## config.mk

```make
export PLATFORM = sky130hd
export DESIGN_NAME = adder_accumulator_flat
export DESIGN_NICKNAME = d
export VERILOG_FILES = /design/src/rtl/adder_acc_pkg.sv /design/src/rtl/adder_accumulator_if.sv /design/src/rtl/adder_acc_core.sv /design/src/rtl/adder_accumulator.sv /design/src/flat_wrapper.sv
export SDC_FILE = /design/constraint.sdc
export NUM_CORES = 1
export LEC_CHECK = 0
export ABC_AREA = 1
export BUFFER_PORTS_ARGS = -buffer_cell sky130_fd_sc_hd__buf_2
export CAP_MARGIN = 20
export CELL_PAD_IN_SITES_DETAIL_PLACEMENT = 0
export CELL_PAD_IN_SITES_GLOBAL_PLACEMENT = 1
export CORE_MARGIN = 2
export CORE_UTILIZATION = 42
export CTS_CLUSTER_SIZE = 14
export DETAILED_ROUTE_END_ITERATION = 8
export PLACE_DENSITY_LB_ADDON = 0.25
export SETUP_SLACK_MARGIN = 0.2
export SYNTH_ARGS = -nofsm -noshare
export SYNTH_HDL_FRONTEND = slang
export SYNTH_SLANG_ARGS = --single-unit
```

## constraint.sdc

```tcl
create_clock -name clk -period 4.1 [get_ports clk]
set_input_delay 0.82 -clock clk [delete_from_list [all_inputs] [get_ports clk]]
set_output_delay 0.82 -clock clk [all_outputs]
set_load 0.1 [all_outputs]
```

## src/rtl/adder_acc_pkg.sv

```systemverilog
// Shared types and default widths for the adder accumulator stage.
package adder_acc_pkg;

  localparam int unsigned DEF_DATA_W = 16;
  localparam int unsigned DEF_ACC_W  = 24;
  localparam int unsigned DEF_CNT_W  = 8;

  typedef enum logic [1:0] {
    IDLE  = 2'd0,
    ACCUM = 2'd1,
    DONE  = 2'd2
  } state_t;

endpackage

```

## src/rtl/adder_accumulator_if.sv

```systemverilog
// Control, sample-in and result-out handshakes of the adder accumulator.
interface adder_accumulator_if
  import adder_acc_pkg::*;
#(
  parameter int unsigned DATA_W = DEF_DATA_W,
  parameter int unsigned ACC_W  = DEF_ACC_W,
  parameter int unsigned CNT_W  = DEF_CNT_W
);

  logic              start;
  logic [CNT_W-1:0]  len;
  logic              in_valid;
  logic              in_ready;
  logic [DATA_W-1:0] in_sum;
  logic              in_c_out;
  logic              out_valid;
  logic              out_ready;
  logic [ACC_W-1:0]  out_acc;
  logic              out_ovf;
  logic              busy;

  modport master (
    output start, len, in_valid, in_sum, in_c_out, out_ready,
    input  in_ready, out_valid, out_acc, out_ovf, busy
  );

  modport slave (
    input  start, len, in_valid, in_sum, in_c_out, out_ready,
    output in_ready, out_valid, out_acc, out_ovf, busy
  );

endinterface

```

## src/rtl/adder_acc_core.sv

```systemverilog
// ACC_W-wide add with carry-out; clamps to all-ones on carry when
// ADDER_ACC_SATURATE_EN is defined, otherwise wraps.
module adder_acc_core
  import adder_acc_pkg::*;
#(
  parameter int unsigned ACC_W = DEF_ACC_W
) (
  input  logic [ACC_W-1:0] acc,
  input  logic [ACC_W-1:0] sample,
  output logic [ACC_W-1:0] next_c,
  output logic             carry_c
);

  logic [ACC_W:0] raw;

  always_comb begin
    raw     = {1'b0, acc} + {1'b0, sample};
    carry_c = raw[ACC_W];
`ifdef ADDER_ACC_SATURATE_EN
    // Once clamped, any further non-zero sample carries again, so the clamp holds.
    next_c  = carry_c ? {ACC_W{1'b1}} : raw[ACC_W-1:0];
`else
    next_c  = raw[ACC_W-1:0];
`endif
  end

endmodule

```

## src/rtl/adder_accumulator.sv

```systemverilog
// Sequential reduction stage: sums len {c_out,sum} samples and presents the total
// with a sticky overflow flag. Optional macro: ADDER_ACC_SATURATE_EN.
module adder_accumulator
  import adder_acc_pkg::*;
#(
  parameter int unsigned DATA_W = DEF_DATA_W,
  parameter int unsigned ACC_W  = DEF_ACC_W,
  parameter int unsigned CNT_W  = DEF_CNT_W
) (
  input logic                clk,
  input logic                rst,
  adder_accumulator_if.slave bus
);

  state_t            state;
  logic [CNT_W-1:0]  count;
  logic [CNT_W-1:0]  len_q;
  logic [ACC_W-1:0]  acc;
  logic              ovf_q;
  logic              in_ready_q;
  logic              out_valid_q;
  logic              busy_q;

  logic [DATA_W:0]   operand_c;
  logic [ACC_W-1:0]  sample_c;
  logic [ACC_W-1:0]  acc_next_c;
  logic              carry_c;
  logic              xfer_c;

  assign operand_c = {bus.in_c_out, bus.in_sum};
  assign sample_c  = ACC_W'(operand_c);
  assign xfer_c    = bus.in_valid & in_ready_q;

  adder_acc_core #(.ACC_W(ACC_W)) u_core (
    .acc     (acc),
    .sample  (sample_c),
    .next_c  (acc_next_c),
    .carry_c (carry_c)
  );

  // FSM with counter and registered handshake outputs
  always_ff @(posedge clk) begin
    if (rst) begin
      state       <= IDLE;
      count       <= '0;
      len_q       <= '0;
      acc         <= '0;
      ovf_q       <= 1'b0;
      in_ready_q  <= 1'b0;
      out_valid_q <= 1'b0;
      busy_q      <= 1'b0;
    end else begin
      case (state)
        IDLE: begin
          if (bus.start) begin
            len_q  <= bus.len;
            acc    <= '0;
            ovf_q  <= 1'b0;
            count  <= '0;
            busy_q <= 1'b1;
            if (bus.len == '0) begin
              state       <= DONE;
              out_valid_q <= 1'b1;
            end else begin
              state      <= ACCUM;
              in_ready_q <= 1'b1;
            end
          end
        end
        ACCUM: begin
          if (xfer_c) begin
            acc   <= acc_next_c;
            ovf_q <= ovf_q | carry_c;
            count <= count + CNT_W'(1);
            if (count == len_q - CNT_W'(1)) begin
              state       <= DONE;
              in_ready_q  <= 1'b0;
              out_valid_q <= 1'b1;
            end
          end
        end
        DONE: begin
          // start is deliberately not looked at here, even alongside out_ready
          if (bus.out_ready) begin
            state       <= IDLE;
            out_valid_q <= 1'b0;
            busy_q      <= 1'b0;
          end
        end
        default: begin
          state       <= IDLE;
          in_ready_q  <= 1'b0;
          out_valid_q <= 1'b0;
          busy_q      <= 1'b0;
        end
      endcase
    end
  end

  assign bus.in_ready  = in_ready_q;
  assign bus.out_valid = out_valid_q;
  assign bus.out_acc   = acc;
  assign bus.out_ovf   = ovf_q;
  assign bus.busy      = busy_q;

endmodule

```

## src/flat_wrapper.sv

```systemverilog
// flat-port wrapper written by rule: the top's interface ports become plain ports
module adder_accumulator_flat import adder_acc_pkg::*;
#(
  parameter int unsigned DATA_W = DEF_DATA_W,
  parameter int unsigned ACC_W  = DEF_ACC_W,
  parameter int unsigned CNT_W  = DEF_CNT_W
)
  (clk, rst, bus_start, bus_len, bus_in_valid, bus_in_sum, bus_in_c_out, bus_out_ready, bus_in_ready, bus_out_valid, bus_out_acc, bus_out_ovf, bus_busy);
  adder_accumulator_if #(.DATA_W(DATA_W), .ACC_W(ACC_W), .CNT_W(CNT_W)) bus_i ();
  input logic clk;
  input logic rst;
  input wire logic [$bits(bus_i.start)-1:0] bus_start;
  input wire logic [$bits(bus_i.len)-1:0] bus_len;
  input wire logic [$bits(bus_i.in_valid)-1:0] bus_in_valid;
  input wire logic [$bits(bus_i.in_sum)-1:0] bus_in_sum;
  input wire logic [$bits(bus_i.in_c_out)-1:0] bus_in_c_out;
  input wire logic [$bits(bus_i.out_ready)-1:0] bus_out_ready;
  output wire logic [$bits(bus_i.in_ready)-1:0] bus_in_ready;
  output wire logic [$bits(bus_i.out_valid)-1:0] bus_out_valid;
  output wire logic [$bits(bus_i.out_acc)-1:0] bus_out_acc;
  output wire logic [$bits(bus_i.out_ovf)-1:0] bus_out_ovf;
  output wire logic [$bits(bus_i.busy)-1:0] bus_busy;
  assign bus_i.start = bus_start;
  assign bus_i.len = bus_len;
  assign bus_i.in_valid = bus_in_valid;
  assign bus_i.in_sum = bus_in_sum;
  assign bus_i.in_c_out = bus_in_c_out;
  assign bus_i.out_ready = bus_out_ready;
  assign bus_in_ready = bus_i.in_ready;
  assign bus_out_valid = bus_i.out_valid;
  assign bus_out_acc = bus_i.out_acc;
  assign bus_out_ovf = bus_i.out_ovf;
  assign bus_busy = bus_i.busy;
  adder_accumulator #(.DATA_W(DATA_W), .ACC_W(ACC_W), .CNT_W(CNT_W)) u_core (.clk(clk), .rst(rst), .bus(bus_i));
endmodule
```

== After elaboration in Yosys (flattened, before gate mapping) ==
Index checks and enable logic that the tools add are counted.

* Input port bits: 30
* Memories: 0
* Flip-flop bits (word level): 46
* Word-level logic and storage cells: 61
* RAM bits: 0
* Bits in latches: 0
* Output and inout bits: 28
* Memory bits (read-only): 0

* Equal/unequal tests: 9
* Mux-type cells: 28
* Shift operators: 0
* $lt $le $gt $ge: 0
* Reductions and logical operators: 9
* Bitwise gates (word level): 4
* $mul: 0
* Div/mod/pow operators: 0
* $add $sub $neg: 3

{| class="wikitable"
|+ Operator list
! operator !! number
|-
| 24-bit two-way mux || 2
|-
| 24-bit one-hot mux with 2 select lines || 1
|-
| 24-bit by 17-bit adder with 25-bit output || 1
|-
| 8-bit two-way mux || 2
|-
| 8-bit one-hot mux with 2 select lines || 1
|-
| 1-bit two-way mux || 12
|-
| 2-bit two-way mux || 5
|-
| 5-bit AND reduction || 2
|-
| 1-bit one-hot mux with 3 select lines || 3
|-
| 8-bit by 1-bit adder with 8-bit output, second input constant || 1
|-
| 8-bit equality test || 1
|-
| 8-bit logical NOT || 1
|-
| 8-bit by 1-bit subtractor with 8-bit output, second input constant || 1
|-
| 2-bit by 1-bit != test with 1-bit output, second input constant || 3
|-
| 2-bit != test, second input constant || 3
|-
| 2-bit one-hot mux with 3 select lines || 1
|-
| 3-bit AND reduction || 2
|-
| 4-bit AND reduction || 1
|-
| 2-bit by 1-bit equality test with 1-bit output, second input constant || 1
|-
| 2-bit equality test, second input constant || 1
|-
| 2-bit logical NOT || 1
|-
| 1-bit NOT || 2
|-
| 1-bit one-hot mux with 2 select lines || 1
|-
| 2-bit AND reduction || 1
|-
| other kinds (3) || 3
|}

== Depth between registers and ports, before layout ==
* Word-level depth: 5
* Depth in mapped cells: 14
* Depth with buffers taken out: 14

== Hierarchy ==
A second synthesis with hierarchy kept.

* Cells, all modules: 652
* Area total of the unflattened synthesis: 3,851.2 um^2

{| class="wikitable"
|+ Modules (own cells, without submodules)
! module !! times used !! seq. area each (um^2) !! cells an instance !! area each (um^2)
|-
| adder_accumulator || 1 || 920.9 || 285 || 2,070.7
|-
| adder_acc_core || 1 || 0.0 || 367 || 1,780.5
|}

== Worst setup path before layout ==
OpenSTA, ideal clock, no wires.

* Path type: register to register
* Start: register u_core.acc[0] (netlist: u_core.bus.out_acc[0])
* End: register u_core.acc[22] (netlist: u_core.bus.out_acc[22])
* Setup slack: 1.476 ns
* Data arrival time: 2.505 ns
* Clock period less this slack: 2.624 ns
* Buffers on the path: 0
* Cell stages (with the launch flop): 14
* Cell sequence: dfxtp_1 -> ha_1 -> inv_1 -> fa_1 -> o21ai_2 -> nand2_1 -> nand2_1 -> nand2_1 -> nand2_1 -> nand2_1 -> nand2_1 -> nand3_1 -> nand2_1 -> nor2_1

* Longest elaborated chain between the ends: 3

{| class="wikitable"
|+ RTL lines
! item !! RTL line !! source
|-
| start: declaration || adder_accumulator.sv:18 || <nowiki>logic [ACC_W-1:0] acc;</nowiki>
|-
| start signal: assignment || adder_accumulator.sv:72 || <nowiki>acc <= acc_next_c;</nowiki>
|-
| 24-bit by 17-bit adder with 25-bit output || adder_acc_core.sv:17 || <nowiki>raw = {1'b0, acc} + {1'b0, sample};</nowiki>
|-
| 24-bit two-way mux || adder_accumulator.sv:71 || <nowiki>if (xfer_c) begin</nowiki>
|-
| 24-bit one-hot mux with 2 select lines || adder_accumulator.sv:53 || <nowiki>case (state)</nowiki>
|}

No other way between the ends. The select of a mux whose other input is x is not followed.
A chain may end at the register's enable or synchronous reset.

== Final worst setup path ==
* Start: input bus_in_sum[2]
* End: register u_core.acc[17] (netlist: u_core.bus.out_acc[17])

* Longest elaborated chain between the ends: 3

{| class="wikitable"
|+ RTL lines
! item !! RTL line !! source
|-
| start: declaration || flat_wrapper.sv:15 || <nowiki>input wire logic [$bits(bus_i.in_sum)-1:0] bus_in_sum;</nowiki>
|-
| 24-bit by 17-bit adder with 25-bit output || adder_acc_core.sv:17 ||
|-
| 24-bit two-way mux || adder_accumulator.sv:71 ||
|-
| 24-bit one-hot mux with 2 select lines || adder_accumulator.sv:53 ||
|}

No other way between the ends. The select of a mux whose other input is x is not followed.

==> summary.txt <==
Placement
  – # port buffers: 57
  – Detailed Place HPWL: 6.33 mm
  – Gp weighted congestion: 0.906

STA
  – Final Critical Period: 2310 ps
  – Clock Skew: 9.31 ps
  – Setup TNS: 0 ps
  – Max Slew Vio Count: 0
  – Final Hold Fails: 0
  – Worst slew pin tran: 799 ps
  – Rel. slew slack: 46.7%
  – Post-route clock period utilization: 56.3%
  – # setup viols final: 0
  – Peak Freq: 433 MHz
  – RSZ-0062 raised after global routing: false

Worst setup path
  – CP max FO: 5
  – Worst Setup End Kind: flop
  – Critical path class: in -> reg
  – Req. time, crit path: 4330 ps
  – Crit path DAT: 2540 ps
  – CP Launch Type: primary input
  – R2r worst-path depth: 10
  – FF-to-FF setup slack: 2030 ps
  – Reg-to-Reg Start: u_core.bus.out_acc[0]
  – Terminus of the critical flop-to-flop path: u_core.bus.out_acc[16]

Clocking
  – H-tree Lvls: 2
  – Post-CTS Hold Buffers: 0
  – Maximum root-to-sink buffer count: 2
  – CTS tree: yes
  – Clock root buffer: clkbuf_8
  – Post-CTS Resized: 0
  – Post-CTS setup buffers: 0
  – Clock transition at path regs: 90 ps
  – Total CTS buffers: 5
  – Worst-Skew Late Latency: 300 ps
  – TritonCTS Sinks: 46

Logic synthesis
  – Most frequent cells after synthesis: nand2_1, a21oi_1, nor2_1
  – Sequential cell area fraction in the yosys report: 29.5%
  – Cells after synthesis: 487
  – Yosys reg bits: 46
  – Top-area cell type share of the netlist area: 29.5%
  – Post-synth EDFFs: 0
  – Yosys warns: 0
  – Top-count cell post-synth: nand2_1
  – Mapped cell area: 3120 sq um
  – Top FF cell, synth: dfxtp_1
  – Synth area leader: dfxtp_1
  – Async SR Flop Fraction: 0%
  – Synth area leaders: dfxtp_1, nand2_1, a21oi_1, ha_1, nor2_1
  – Synth unique cells: 35
  – Syn_nets: 537
  – Avg Inst Size Synth: 6.41 sq um

Pwr
  – Psw: 0.000829 W
  – Total power draw: 0.00173 W
  – Clock power frac: 19.9%
  – Register share of total power: 32.5%
  – Internal power: 0.000896 W
  – Maximum VDD drop: 0.248 mV
  – Leak Pwr: 1.64 nW
  – PD cells: 479 nW/um^2
  – Sw Ratio: 48.0%
  – Comb pwr share: 47.5%

Floorplan
  – Top-Level Pins: 58
  – Area of the die: 8130 sq um
  – Die Y: 90.2 um
  – Initial Util: 43.2%
  – Core area: 7210 sq um
  – Row count: 31
  – Die W: 90.2 um

Route
  – Via count: 3,266
  – Routed WL per cell: 12.8 um
  – Residual DRC: 0
  – Final WL: 8.19 mm
  – Vias/cell: 5.09
  – First-pass DRT Iterations: 4
  – DRT antenna net count: 0
  – Initial DRC Count: 120

Finish
  – Antenna diode count: 0
  – Multi-input logic area: 2010 sq um
  – P&R area growth vs syn: 15.4%
  – Register area: 921 sq um
  – Filler cell count: 797
  – Fraction of layout cells with a size suffix above 1: 15.3%
  – Fin nets: 592

Global route
  – First-pass GRT wire length: 14.1 mm
  – Remaining global-route overflow: 0
  – Largest net degree at the start of global routing: 26
  – Antenna violations before repair: 0
  – Vias in the first global route: 3,056
  – Overall routing resource usage: 20.8%

Worst hold path
  – Worst hold start: u_core.bus.out_ovf
  – Worst Hold Path Cells: 2
  – Hold Path Class: reg -> reg
  – Hold endpoint: u_core.bus.out_ovf

Run status
  – Run status: finished, final reports clean

Run
  – Max Cap Viol: 0
## power groups by stage
stage	Sequential (W)	Combinational, W	Clock, W
after floorplan	0.000727	0.000506	0
final	0.000561	0.000820	0.000344
after global routing	0.000570	0.000913	0.000375
after CTS	0.000562	0.000827	0.000362
after global placement	0.000571	0.000819	0
after detailed placement	0.000572	0.000825	0
## critical path, cell delays in order
cell	delay (ps)
buf_2	100
ha_1	350
nand2_1	80
o21ai_1	350
nand2_1	90
nand2_1	110
nand2_1	60
nand2_1	130
nand2_1	70
nand2_1	150
nand3_1	90
a21oi_1	150
## logic make-up (layout without fill, tap and decap cells)
family | after synthesis | after routing | synth area share, %
buffers and inverters | 50 | 106 | 6.18
DFF | 46 | 46 | 29.5
AOI/OAI and AO/OA | 100 | 100 | 17.1
adders and majority gates | 20 | 20 | 8.26
and+or+nand+nor | 265 | 265 | 37.3
xor gates and xnor gates | 6 | 6 | 1.69
## per-stage QoR
| step | util [%] | std cells | cell area (sq um) | worst slack, ps | hold slack [ps] |
|---|---|---|---|---|---|
| after floorplan | - | 487 | 3120 | 1480 | 448 |
| after global placement | 48.4 | 634 | 3490 | 1490 | 437 |
| after detailed placement | 48.4 | 634 | 3490 | 1470 | 441 |
| after CTS | 49.9 | 642 | 3600 | 1800 | 456 |
| after global routing | 49.9 | 642 | 3600 | 1610 | 493 |
| final | 49.9 | 642 | 3600 | 1790 | 450 |
## cell usage in the layout, fill, tap and decap left out, drive strengths merged, types with 6 or more instances in the layout
| cell type | Yosys | layout |
|---|---|---|
| a21oi | 58 | 58 |
| buf | 4 | 57 |
| clkbuf | 5 | 6 |
| dfxtp | 46 | 46 |
| ha | 19 | 19 |
| inv | 41 | 41 |
| nand2 | 134 | 134 |
| nand3 | 32 | 32 |
| nand3b | 6 | 6 |
| nand4 | 7 | 7 |
| nor2 | 62 | 62 |
| nor3 | 11 | 11 |
| o21ai | 29 | 29 |
| or2 | 8 | 8 |
## per-layer routing
layer	share of wire [%]	up-vias	global-route usage, %
li1	-	1725	-
met2	50	55	37.7
met1	45	1475	25.8
met4	1.5	0	5.38
met5	0	-	0
met3	3.5	11	2.85
## how the worst max path moves through the flow
stage | endpoint | startpoint
floorplan | u_core.bus.out_acc[22] | u_core.bus.out_acc[0]
global placement | u_core.bus.out_acc[17] | bus_in_sum[2]
detailed placement | u_core.bus.out_acc[17] | bus_in_sum[2]
CTS | u_core.bus.out_acc[17] | bus_in_sum[2]
global route | u_core.bus.out_acc[16] | bus_in_sum[0]
finish | u_core.bus.out_acc[17] | bus_in_sum[2]
## area by class of cell
type	instances	share of cell area, %
multi-input combinational	391	55.7
sequential	46	25.6
timing repair buffer	57	7.92
inverter	41	4.28
tap	99	3.44
clock buffer	6	2.02
clock inverter	2	1.04
## flip-flops by register name (all words and copies together), names as in the netlist
name,flops
u_core.bus.busy,1
u_core.bus.in_ready,1
u_core.bus.out_acc,24
u_core.bus.out_ovf,1
u_core.bus.out_valid,1
u_core.count,8
u_core.len_q,8
u_core.state,2
Note: power is estimated with default switching activity, not from simulation.
